**config.mk**
```make
export PLATFORM = sky130hd
export DESIGN_NAME = c1_fetch
export DESIGN_NICKNAME = d
export VERILOG_FILES = /design/src/rtl/c1_fetch.sv
export SDC_FILE = /design/constraint.sdc
export NUM_CORES = 1
export LEC_CHECK = 0
export ABC_CLOCK_PERIOD_IN_PS = 6030
export BUFFER_PORTS_ARGS = -buffer_cell sky130_fd_sc_hd__buf_2
export CAP_MARGIN = 15
export CORE_MARGIN = 10
export CORE_UTILIZATION = 56
export CTS_BUF_LIST = sky130_fd_sc_hd__clkbuf_8
export DETAILED_ROUTE_END_ITERATION = 7
export GPL_TIMING_DRIVEN = 1
export PLACE_DENSITY = 0.82
export SYNTH_ARGS = -nofsm -noshare
export SYNTH_HDL_FRONTEND = slang
export SYNTH_SLANG_ARGS = --single-unit
```
**constraint.sdc**
```tcl
create_clock -name clk -period 6.03 [get_ports clk]
set_input_delay 0.3015 -clock clk [delete_from_list [all_inputs] [get_ports clk]]
set_output_delay 0.3015 -clock clk [all_outputs]
set_load 0.05 [all_outputs]
```
**src/rtl/c1_fetch.sv**
```systemverilog
// -----------------------------------------------------------------------------
// c1_fetch -- instruction-fetch front end for the C1 core.
//
// Owns the program counter, issues word addresses to a fixed-latency
// instruction ROM and hands instructions to the decoder over a valid/ready
// handshake. A small skid FIFO absorbs every read already in flight when the
// consumer stalls. A branch redirect reloads the PC and squashes everything
// in flight or buffered.
//
// Parameters
//   PC_W      program counter width (word addressed)
//   ADDR_W    ROM address width, ADDR_W <= PC_W
//   INSN_W    instruction width
//   ROM_LAT   ROM read latency in cycles, 1..4
//   RESET_PC  PC loaded on reset
//
// Ports
//   clk             clock, all logic on the rising edge
//   rst             synchronous active-high reset
//   rom_en          ROM read strobe for rom_addr this cycle
//   rom_addr        low ADDR_W bits of pc
//   rom_data        ROM word, valid ROM_LAT cycles after rom_en
//   redirect_valid  load redirect_pc and squash all fetches in flight
//   redirect_pc     redirect target
//   insn_valid      an instruction is at the FIFO head
//   insn_ready      consumer accepts the head this cycle
//   insn            instruction at the FIFO head (0 when empty)
//   insn_pc         PC of the head instruction (0 when empty)
//   pc              next PC to be issued
//
// Optional build macro
//   C1_FETCH_PERF_EN  adds perf_fetched / perf_squashed, two 32-bit
//                     saturating counters of issued reads and of entries
//                     discarded by redirects. Absent when undefined.
// -----------------------------------------------------------------------------
module c1_fetch #(
  parameter int              PC_W     = 64,
  parameter int              ADDR_W   = 8,
  parameter int              INSN_W   = 32,
  parameter int              ROM_LAT  = 1,
  parameter logic [PC_W-1:0] RESET_PC = '0
) (
  input  logic              clk,
  input  logic              rst,
  output logic              rom_en,
  output logic [ADDR_W-1:0] rom_addr,
  input  logic [INSN_W-1:0] rom_data,
  input  logic              redirect_valid,
  input  logic [PC_W-1:0]   redirect_pc,
  output logic              insn_valid,
  input  logic              insn_ready,
  output logic [INSN_W-1:0] insn,
  output logic [PC_W-1:0]   insn_pc,
  output logic [PC_W-1:0]   pc
`ifdef C1_FETCH_PERF_EN
  ,
  output logic [31:0]       perf_fetched,
  output logic [31:0]       perf_squashed
`endif
);

  // FIFO depth: one slot per read that can be in flight plus the head.
  localparam int DEPTH = ROM_LAT + 1;
  localparam int PTR_W = $clog2(DEPTH);
  localparam int CNT_W = $clog2(DEPTH + 1);
  // Occupancy sums in-flight reads and FIFO entries, so one extra bit.
  localparam int OCC_W = CNT_W + 1;

  localparam logic [PTR_W-1:0] LAST_PTR  = PTR_W'(DEPTH - 1);
  localparam logic [CNT_W-1:0] FULL_CNT  = CNT_W'(DEPTH);
  localparam logic [OCC_W-1:0] DEPTH_OCC = OCC_W'(DEPTH);

  // ---------------------------------------------------------------------------
  // Declarations
  // ---------------------------------------------------------------------------
  logic [PC_W-1:0]    r_pc;

  // Shadow pipeline: stage i holds the read issued i+1 cycles ago.
  logic [ROM_LAT-1:0] r_sh_vld;
  logic [PC_W-1:0]    r_sh_pc [ROM_LAT];

  // Output FIFO, circular buffer.
  logic [INSN_W-1:0]  r_fifo_insn [DEPTH];
  logic [PC_W-1:0]    r_fifo_pc   [DEPTH];
  logic [PTR_W-1:0]   r_rd_ptr;
  logic [PTR_W-1:0]   r_wr_ptr;
  logic [CNT_W-1:0]   r_count;

  logic [OCC_W-1:0]   w_outstanding;
  logic [OCC_W-1:0]   w_occ;
  logic               w_pop;
  logic               w_ret;
  logic               w_issue;

  function automatic logic [PTR_W-1:0] ptr_inc(input logic [PTR_W-1:0] p);
    return (p == LAST_PTR) ? '0 : p + PTR_W'(1);
  endfunction

  // ---------------------------------------------------------------------------
  // Occupancy and issue decision
  // ---------------------------------------------------------------------------
  // NOTE: combinational blocks use blocking '=' so the running sum below is
  // read back within the same evaluation; clocked blocks use '<=' only.
  // NOTE: every variable an always_comb block writes gets a default first, so
  // no path leaves it holding a stale value and no latch is inferred.
  always_comb begin
    w_outstanding = '0;
    for (int i = 0; i < ROM_LAT; i++) begin
      w_outstanding = w_outstanding + OCC_W'(r_sh_vld[i]);
    end
  end

  assign insn_valid = (r_count != '0);
  assign w_pop      = insn_valid && insn_ready;

  // The read at the last shadow stage is counted once here: it leaves the
  // shadow pipeline and enters the FIFO at the same edge.
  assign w_occ   = w_outstanding + OCC_W'(r_count) - OCC_W'(w_pop);
  assign w_issue = !rst && !redirect_valid && (w_occ < DEPTH_OCC);

  // ROM data for the oldest shadow entry is on rom_data this cycle.
  assign w_ret   = r_sh_vld[ROM_LAT-1];

  assign rom_en   = w_issue;
  assign rom_addr = r_pc[ADDR_W-1:0];
  assign pc       = r_pc;

  // ---------------------------------------------------------------------------
  // Program counter: reset beats redirect beats issue. Wraps modulo 2^PC_W.
  // ---------------------------------------------------------------------------
  // NOTE: clocked state is updated with non-blocking '<=' so every flop
  // samples the values from before the edge, independent of block order.
  always_ff @(posedge clk) begin
    if (rst) begin
      r_pc <= RESET_PC;
    end else if (redirect_valid) begin
      r_pc <= redirect_pc;
    end else if (w_issue) begin
      r_pc <= r_pc + PC_W'(1);
    end
  end

  // ---------------------------------------------------------------------------
  // Shadow pipeline
  // ---------------------------------------------------------------------------
  // Valid bits are cleared by reset and by redirect, which squashes every
  // read still in flight.
  always_ff @(posedge clk) begin
    if (rst || redirect_valid) begin
      r_sh_vld <= '0;
    end else begin
      r_sh_vld[0] <= w_issue;
      for (int i = 1; i < ROM_LAT; i++) begin
        r_sh_vld[i] <= r_sh_vld[i-1];
      end
    end
  end

  // NOTE: payload storage (shadow PCs, FIFO words) carries no reset; the
  // valid bits and FIFO count decide whether it is ever looked at.
  always_ff @(posedge clk) begin
    r_sh_pc[0] <= r_pc;
    for (int i = 1; i < ROM_LAT; i++) begin
      r_sh_pc[i] <= r_sh_pc[i-1];
    end
  end

  // ---------------------------------------------------------------------------
  // Output FIFO
  // ---------------------------------------------------------------------------
  always_ff @(posedge clk) begin
    if (rst || redirect_valid) begin
      // A pop or a return coinciding with redirect is dropped with the rest.
      r_rd_ptr <= '0;
      r_wr_ptr <= '0;
      r_count  <= '0;
    end else begin
      if (w_ret) begin
        r_wr_ptr <= ptr_inc(r_wr_ptr);
      end
      if (w_pop) begin
        r_rd_ptr <= ptr_inc(r_rd_ptr);
      end
      r_count <= r_count + CNT_W'(w_ret) - CNT_W'(w_pop);
    end
  end

  always_ff @(posedge clk) begin
    if (w_ret) begin
      r_fifo_insn[r_wr_ptr] <= rom_data;
      r_fifo_pc[r_wr_ptr]   <= r_sh_pc[ROM_LAT-1];
    end
  end

  // Head is forced to zero when empty so the idle and reset value is clean.
  assign insn    = insn_valid ? r_fifo_insn[r_rd_ptr] : '0;
  assign insn_pc = insn_valid ? r_fifo_pc[r_rd_ptr]   : '0;

  // Issue is throttled on occupancy, so a return can never find the FIFO
  // full without a pop in the same cycle.
  a_fifo_no_overflow : assert property (@(posedge clk) disable iff (rst)
    !(w_ret && !w_pop && !redirect_valid && (r_count == FULL_CNT)));

  // ---------------------------------------------------------------------------
  // Performance counters
  // ---------------------------------------------------------------------------
`ifdef C1_FETCH_PERF_EN
  logic [31:0] r_perf_fetched;
  logic [31:0] r_perf_squashed;
  logic [32:0] w_squash_sum;

  // Squashed entries are every live shadow read (including one returning
  // this cycle) plus everything in the FIFO; a coincident pop is discarded.
  assign w_squash_sum = {1'b0, r_perf_squashed} + 33'(w_outstanding) + 33'(r_count);

  always_ff @(posedge clk) begin
    if (rst) begin
      r_perf_fetched  <= '0;
      r_perf_squashed <= '0;
    end else begin
      if (w_issue && (r_perf_fetched != '1)) begin
        r_perf_fetched <= r_perf_fetched + 32'd1;
      end
      if (redirect_valid) begin
        r_perf_squashed <= w_squash_sum[32] ? '1 : w_squash_sum[31:0];
      end
    end
  end

  assign perf_fetched  = r_perf_fetched;
  assign perf_squashed = r_perf_squashed;
`else
  // Counters compiled out; the fetch path is identical either way.
`endif

endmodule
```
# Word level (Yosys, flattened, before mapping)
# Memories as Yosys holds them, arrays and structs flattened. A register that Yosys moved wholly into a read port is not among the register bits.
# Index checks and enable logic that the tools add are counted.
# word_totals
reg_bits	69
ramBits	256
input_bits	100
out_inout_bits	170
wordCells	36
memories	3
# classes
n_addsub	7
n_lt_le_gt_ge	1
n_mux	12
reduce_logical	8
# memory_table
name	words	width	read_ports	rd_clocked_by_memory_dff	wr	line_no	rtl
r_fifo_pc	2	64	1	1	1	84	logic [PC_W-1:0] r_fifo_pc [DEPTH];
r_fifo_insn	2	32	1	1	1	83	logic [INSN_W-1:0] r_fifo_insn [DEPTH];
r_sh_pc	1	64	1	0	1	80	logic [PC_W-1:0] r_sh_pc [ROM_LAT];
# ops
op	count
64-bit 2-to-1 mux	3
64-bit by 1-bit adder with 64-bit output, second input constant	1
32-bit 2-to-1 mux	1
1-bit 2-to-1 mux	8
2-bit nonzero test	2
1-bit by 2-bit adder with 3-bit output	1
1-bit logical AND	3
3-bit by 2-bit < comparator with 1-bit output, second input constant	1
3-bit by 1-bit subtractor with 3-bit output	1
1-bit adder, second input constant	2
2-bit by 1-bit adder with 2-bit output	1
1-bit logical NOT	2
2-bit by 1-bit subtractor with 2-bit output	1
1-bit logical OR	1

# Logic depth before layout (Yosys ltp)
# Gate-level depths: netlist of the first run.
# logic_depth
ltp_word	7
ltp_mapped	14

# Worst setup path after synthesis of the first run
# OpenSTA, ideal clock, no wires.
# synth_path
path_type	register to register
from	register r_sh_vld
to	memory r_fifo_insn[0][0] (enable)
setup_ns	0.563
t_arrival_ns	4.611
slack_ns	0.856
path_stages_with_launch	2
n_path_buf	0
path_cell_list	dfxtp_1 -> nor2b_1
# synth_via
elab_chain_cells	2
# synth_lines
item	line_no	rtl
start, declared	79	logic [ROM_LAT-1:0] r_sh_vld;
start signal, assigned by index	154	r_sh_vld[i] <= r_sh_vld[i-1];
1-bit 2-to-1 mux	189	if (w_ret) begin
1-bit 2-to-1 mux (implied by the code)	190	r_fifo_insn[r_wr_ptr] <= rom_data;
end, declared	83	
# Every way passes these cells.

# Worst setup path in the final report of the first run
# layout_path
from	register r_count[1]
to	output port rom_en
# layout_via
elab_chain_cells	5
elab_cells_between_ends	6
classes_between	add/sub (2); order compare (1); reduce/logical (3)
# layout_lines
item	line_no	rtl
start, declared	87	logic [CNT_W-1:0] r_count;
start signal, assigned	184	r_count <= r_count + CNT_W'(w_ret) - CNT_W'(w_pop);
2-bit nonzero test	113	assign insn_valid = (r_count != '0);
1-bit logical AND	114	assign w_pop = insn_valid && insn_ready;
named net w_pop	91	logic w_pop;
3-bit by 1-bit subtractor with 3-bit output	118	assign w_occ = w_outstanding + OCC_W'(r_count) - OCC_W'(w_pop);
named net w_occ[1]	90	logic [OCC_W-1:0] w_occ;
3-bit by 2-bit < comparator with 1-bit output	119	assign w_issue = !rst && !redirect_valid && (w_occ < DEPTH_OCC);
1-bit logical AND	119	
end, declared	45	output logic rom_en,
# The timed path passes the listed nets, and every way through them passes these cells.

==> reports/results.ini, run 1 <==
[final_layout]
final_area_mm2=0.0158
final_util=0.718
layout_commonest_cell=buf_2
layout_common_cells=269 x buf_2, 192 x edfxtp_1, 155 x nor2_1
num-nets-final=1426
fin_cells=1648
drive_above_1_share=0.274
syn2layout_area_growth_pct=25.3

[detailed_routing]
wl_um=33700
firstDrtPassIters=5
drtAntennaViolNets=0
vias_per_cell=5.47
wire_per_inst_um=20.5
post-route-drc-count=0
first_iter_violations=793
vias=9013

[worst_setup_path]
critPathCaptureType=primary output
worstPathCellList=nor2_4 -> nor2b_1 -> ha_1 -> inv_1 -> ha_1 -> fa_1 -> nor2_1 -> buf_4 -> nand2_1 -> inv_1 -> buf_2
critPathLaunch=r_count[1]
worstReg2RegStart=r_count[1]
critPathBufInv=4
cp.arrival_ps=3530
cpLargestDelayFamily=adder cells
crit_required_ps=5730
startpoint_type=register
slowest_delay_ps=480
crit_fanout=17
worst-setup-path-type=reg2out
cp_slowest_cell=fa_1

[synthesis]
synth_top_family_by_area=simple AND/OR/NAND/NOR gates
syn_inst=991
synth_nets=1095
synth_xor_area_frac=0.0347
synth_simple_gate_area_frac=0.141
yosys_warnings=0
synthAdderAreaFrac=0.00456
synth-seq-cells=326
synth-compound-area-share=0.0400
syn_area_mm2=0.0126
synth_cell_types=50
synth-seq-area-share=0.670
muxShareOfSynthArea=0.0867
ys_async_sr_fraction=0
synth_edf_count=192
synth_flop_cell=edfxtp_1
avgSynthCellArea_um2=12.7

[floorplanning]
floorplan.initialDensity=0.573
fp-row-count=54
dieWidth_um=170
core_mm2=0.0220
die_h_um=170
io_pins=270
die_area_mm2=0.0289

[min_path]
min_from=redirect_pc[25]
worstHoldPathType=in2reg

[cts]
worst_skew_pair.late_latency_ps=570
cts_resized=0
clock_sinks=326
clockBufferDepth=3
hold_buffers=58
cts.clk_slew.worst_paths_ps=60
cts_root_buffer=clkbuf_8
htree_levels=2
cts_tree=built
cts_setup_buffers=0
numCtsBuffers=51

[placement]
gp_congestion=0.853
postPlaceCellArea_mm2=0.0141
hpwl_um=22600
pre_cts_ws_ps=2630
placed_cells=1491
port_buffers=269

[global_route]
grt_max_degree=98
grt_pass1_wl_um=51500
grt_pass1_vias=9192
antenna_found_initial=4
grtUsageTotal=0.226
grt-ovfl-total=0

[sta]
setup_tns_ps=0
skew_ps=21.4
rsz0062_at_grt=false
relSlewSlack=0.231
max_freq_mhz=261
finalCriticalPeriod_ps=3840
tightest_slew_ps=1140
slew_violations=0
setup_ws_ps=2190
fin_crit_sh=0.636
setup-violations-final=0
hold_violations=0

[flow_run]
maxCapViolCount=0

[power_and_ir_drop]
pwr-share-seq=0.504
power_density_mw_per_mm2=324
irDropWorstVdd_mv=0.216
internal-power_mw=3.74
power_frac_clock=0.372
leakage_nw=6.18
combPwrFrac=0.124
p_sw_frac=0.271
power_switching_mw=1.39

[run_status]
status=complete, no violations

## stage by stage
step           hold WS, ps  power [mW]
6_report              16.9        5.12
5_1_grt               20.8        5.31
4_1_cts              0.936        5.16
3_5_place_dp           402        3.24
3_3_place_gp           404        3.22
2_1_floorplan          400        3.04
## synthesized netlist by cell type, types with 12 or more instances
| library cell | count | area share |
|---|---|---|
| inv_1 | 15 | 0.0045 |
| or3_1 | 12 | 0.0059 |
| nand2_1 | 56 | 0.017 |
| nor3_1 | 14 | 0.0056 |
| nand4_1 | 24 | 0.012 |
| a211oi_1 | 20 | 0.012 |
| nor2_1 | 156 | 0.046 |
| nor4_1 | 13 | 0.0064 |
| nand3_1 | 27 | 0.011 |
| and3_1 | 16 | 0.0079 |
| clkbuf_1 | 42 | 0.012 |
| edfxtp_1 | 192 | 0.46 |
| xnor2_1 | 39 | 0.027 |
| a21oi_1 | 23 | 0.0091 |
| mux2i_1 | 107 | 0.085 |
| dfxtp_1 | 134 | 0.21 |
## worst reg2reg max path, delay by kind of cell, from the launching register on
kind / cells / cell delay (ps)
flip-flops: 1 / 430
AND/OR/NAND/NOR: 6 / 1340
buffers and inverters: 3 / 570
adder cells (fa/ha/maj): 3 / 900
AO/OA/AOI/OAI: 1 / 170
## final timing paths
check	end	slack, ps	depth (start not counted)
max	rom_en	2190	11
max reg2reg	pc[28]	2540	13
min reg2reg	r_sh_pc[0][19]	410	0
min	pc[25]	20	3
## flip-flops by register name (all words and copies together) (netlist names), named ones only
signal       cells
r_fifo_pc      128
r_fifo_insn     64
pc              64
r_rd_ptr         1
r_count          2
r_sh_vld         1
r_sh_pc         64
r_wr_ptr         1
## power groups by stage
| stage | sequential, mW | clock [mW] | combinational [mW] |
|---|---|---|---|
| final | 2.58 | 1.90 | 0.637 |
| after global routing | 2.60 | 2.03 | 0.674 |
| after CTS | 2.58 | 1.94 | 0.638 |
| after detailed placement | 2.63 | 0 | 0.606 |
| after global placement | 2.62 | 0 | 0.595 |
| after floorplan | 2.70 | 0 | 0.347 |
## per-layer routing
layer | wire, um | GRT usage
met1 | 13500 | 0.275
met5 | 23 | 0
met3 | 2780 | 0.0576
met2 | 16900 | 0.388
met4 | 612 | 0.0698
## logic make-up after synthesis
| kind of cell | after synthesis |
|---|---|
| multiplexers | 109 |
| buffers and inverters | 71 |
| AND/OR/NAND/NOR | 355 |
| adder cells (fa/ha/maj) | 4 |
| XOR/XNOR | 50 |
| AO/OA/AOI/OAI | 76 |
| flip-flops | 326 |
## area by class of cell
| type | instances | area, um^2 |
|---|---|---|
| Inverter | 15 | 56.3 |
| Multi-Input combinational cell | 594 | 3890 |
| Sequential cell | 326 | 8450 |
| Clock inverter | 32 | 210 |
| Antenna cell | 4 | 10.0 |
| Timing Repair Buffer | 334 | 1980 |
| Clock buffer | 63 | 867 |
| Tap cell | 280 | 350 |
| Fill cell | 1533 | 6210 |
Note: power is estimated with default switching activity, not from simulation.
==> inputs of run 2 (changes only) <==
Settings changed: ABC_AREA set to 1, ABC_CLOCK_PERIOD_IN_PS 6030 to 3900, CORE_UTILIZATION 56 to 57.
Clock period 6.03 ns to 3.9 ns, I/O delays scaled along.
==> run 2 against run 1 <==
  * Global-route usage rose by 3.5 points
  * Synthesized cell count rose by 48%
  * Combinational power is 66% higher
  * Non-clock buffer count is 25 higher
  * Total power up 50%
  * Cell area rose by 6.4%
  * Count of clock-buffer cells in the layout fell by 10
  * Sequential power grew 55%
  * Utilization up 0.11 points
  * Clock skew fell by 0.71 ps
  * Synthesized area increased by 7.2%
==> reports/results.ini, run 2 <==
[worst_setup_path]
r2r-end=pc[63]
ff2ff_path_depth=15
rrSetupSlack_ps=700
cp.arrival_ps=3340
critPathCaptureType=primary output
crit_fanout=13
startpoint_type=register
crit_required_ps=3700
worst-setup-path-type=reg2out
worstReg2RegStart=r_count[1]

[min_path]
min_path_cells=5
min_to=pc[34]
worstHoldPathType=in2reg
min_from=redirect_pc[34]

[global_route]
grt_pass1_vias=11600
grt_pass1_wl_um=63500
grtUsageTotal=0.262
grt-ovfl-total=0
antenna_found_initial=6
grt_max_degree=97

[power_and_ir_drop]
irDropWorstVdd_mv=0.258
leakage_nw=6.93
power_density_mw_per_mm2=458

[sta]
relSlewSlack=0.259
skew_ps=20.7
fin_crit_sh=0.907
hold_violations=0
setup_tns_ps=0
setup_ws_ps=363
tightest_slew_ps=1110
setup-violations-final=0
rsz0062_at_grt=false
timing.hold.ws_ps=10.9
slew_violations=0
max_freq_mhz=283
finalCriticalPeriod_ps=3540

[synthesis]
synth-seq-area-share=0.624
synth_xor_area_frac=0.0155
synth_edf_count=192
synth_cell_types=32
synth_top_family_by_area=simple AND/OR/NAND/NOR gates
syn_inst=1468
synth_simple_gate_area_frac=0.211
synth_flop_cell=edfxtp_1
syn_area_mm2=0.0135
ys_async_sr_fraction=0
yosys-top-cells-count=474 x nand2_1, 192 x edfxtp_1, 144 x a21oi_1, 134 x dfxtp_1, 124 x nor2_1
netlist.area_leader.share=0.426
avgSynthCellArea_um2=9.22
synthAdderAreaFrac=0.00425
muxShareOfSynthArea=0
ys_top_cells_by_area=edfxtp_1 43%, dfxtp_1 20%, nand2_1 13%, a21oi_1 5.3%, nor2_1 3.4%
synth_top_area_cell=edfxtp_1
yosys_warnings=0
synth_most_common_cell=nand2_1
synth-seq-cells=326
synth-compound-area-share=0.0892
synth_nets=1572

[cts]
worst_skew_pair.late_latency_ps=580
numCtsBuffers=49
clockBufferDepth=3
cts.clk_slew.worst_paths_ps=70
cts_setup_buffers=0
cts_root_buffer=clkbuf_8
clock_sinks=326
cts_resized=0
htree_levels=2
cts_tree=built

[floorplanning]
fp-row-count=56
io_pins=270
floorplan.initialDensity=0.578
core_mm2=0.0234
die_area_mm2=0.0303
die_h_um=174
dieWidth_um=174

[final_layout]
layout_common_cells=474 x nand2_1, 269 x buf_2, 192 x edfxtp_1
layout_commonest_cell=nand2_1
final_area_mm2=0.0168
final_util=0.719
top_register=r_fifo_pc
largest_reg_flops=128
syn2layout_area_growth_pct=24.4
drive_above_1_share=0.209
num-nets-final=1917

[run_status]
status=complete, no violations

[placement]
gp_congestion=0.957
pre_cts_ws_ps=871
port_buffers=269
hpwl_um=27700
postPlaceCellArea_mm2=0.0151

[detailed_routing]
drtAntennaViolNets=0
firstDrtPassIters=6
wl_um=41700
wire_per_inst_um=19.2
vias_per_cell=5.36
first_iter_violations=1349
vias=11700
post-route-drc-count=0

[flow_run]
maxCapViolCount=0

-- run 2: worst max-delay path, cell delays in order, from the launching register on --
cell and delay, ps:
dfxtp_1 370, nor2_4 110, inv_1 60, nand2_1 60
inv_1 80, ha_1 310, inv_1 50, ha_1 180
fa_1 390, xnor2_1 200, nor2_1 70, nand2_2 190
clkinv_1 370, buf_2 340
-- run 2: stage by stage --
step / power (mW) / cells
floorplan: 4.72 / 1468
global placement: 5.01 / 2005
detailed placement: 5.04 / 2005
CTS: 7.70 / 2172
global route: 7.96 / 2177
finish: 7.71 / 2178
-- run 2: layout make-up --
class | instances | area, um^2
diodes | 6 | 15.0
clock buffers | 53 | 729
clock inverters | 38 | 204
fillers | 1748 | 6580
inverters | 122 | 462
multi-input cells | 955 | 4340
flip-flops and latches | 326 | 8450
well taps | 319 | 399
repair buffers | 359 | 2220
-- run 2: what timing repair did --
item | in CTS | in global routing
endpoints found under the hold margin | 109 | 0
hold buffers | 76 | 0
setup endpoints to repair | 0 | 0
-- run 2: per-layer routing --
| layer | vias to the layer above | global-route usage | part of all wire |
|---|---|---|---|
| met2 | 589 | 0.442 | 0.49 |
| met1 | 5471 | 0.326 | 0.40 |
| met5 | - | 0 | 0 |
| met3 | 93 | 0.0479 | 0.075 |
| met4 | 0 | 0.106 | 0.031 |
| li1 | 5516 | - | - |
-- run 2: kinds of logic after synthesis --
kind of cell / count (synthesis)
fa+ha+maj: 4
simple gates: 693
compound gates: 234
flops: 326
xor+xnor: 24
buf+inv: 187
-- run 2: worst max-delay path by stage --
stage,startpoint,to,depth (start not counted)
3_3_place_gp,r_count[1],pc[26],15
4_1_cts,r_count[1],rom_en,13
3_5_place_dp,r_count[1],pc[26],15
6_report,r_count[1],rom_en,13
5_1_grt,r_count[1],rom_en,13
2_1_floorplan,r_sh_vld,r_fifo_insn[0][0],2
-- run 2: where the power goes --
part | switching (mW) | internal, mW
logic | 0.781 | 0.277
registers | 0.147 | 3.85
clock network | 1.32 | 1.33
total | 2.25 | 5.46
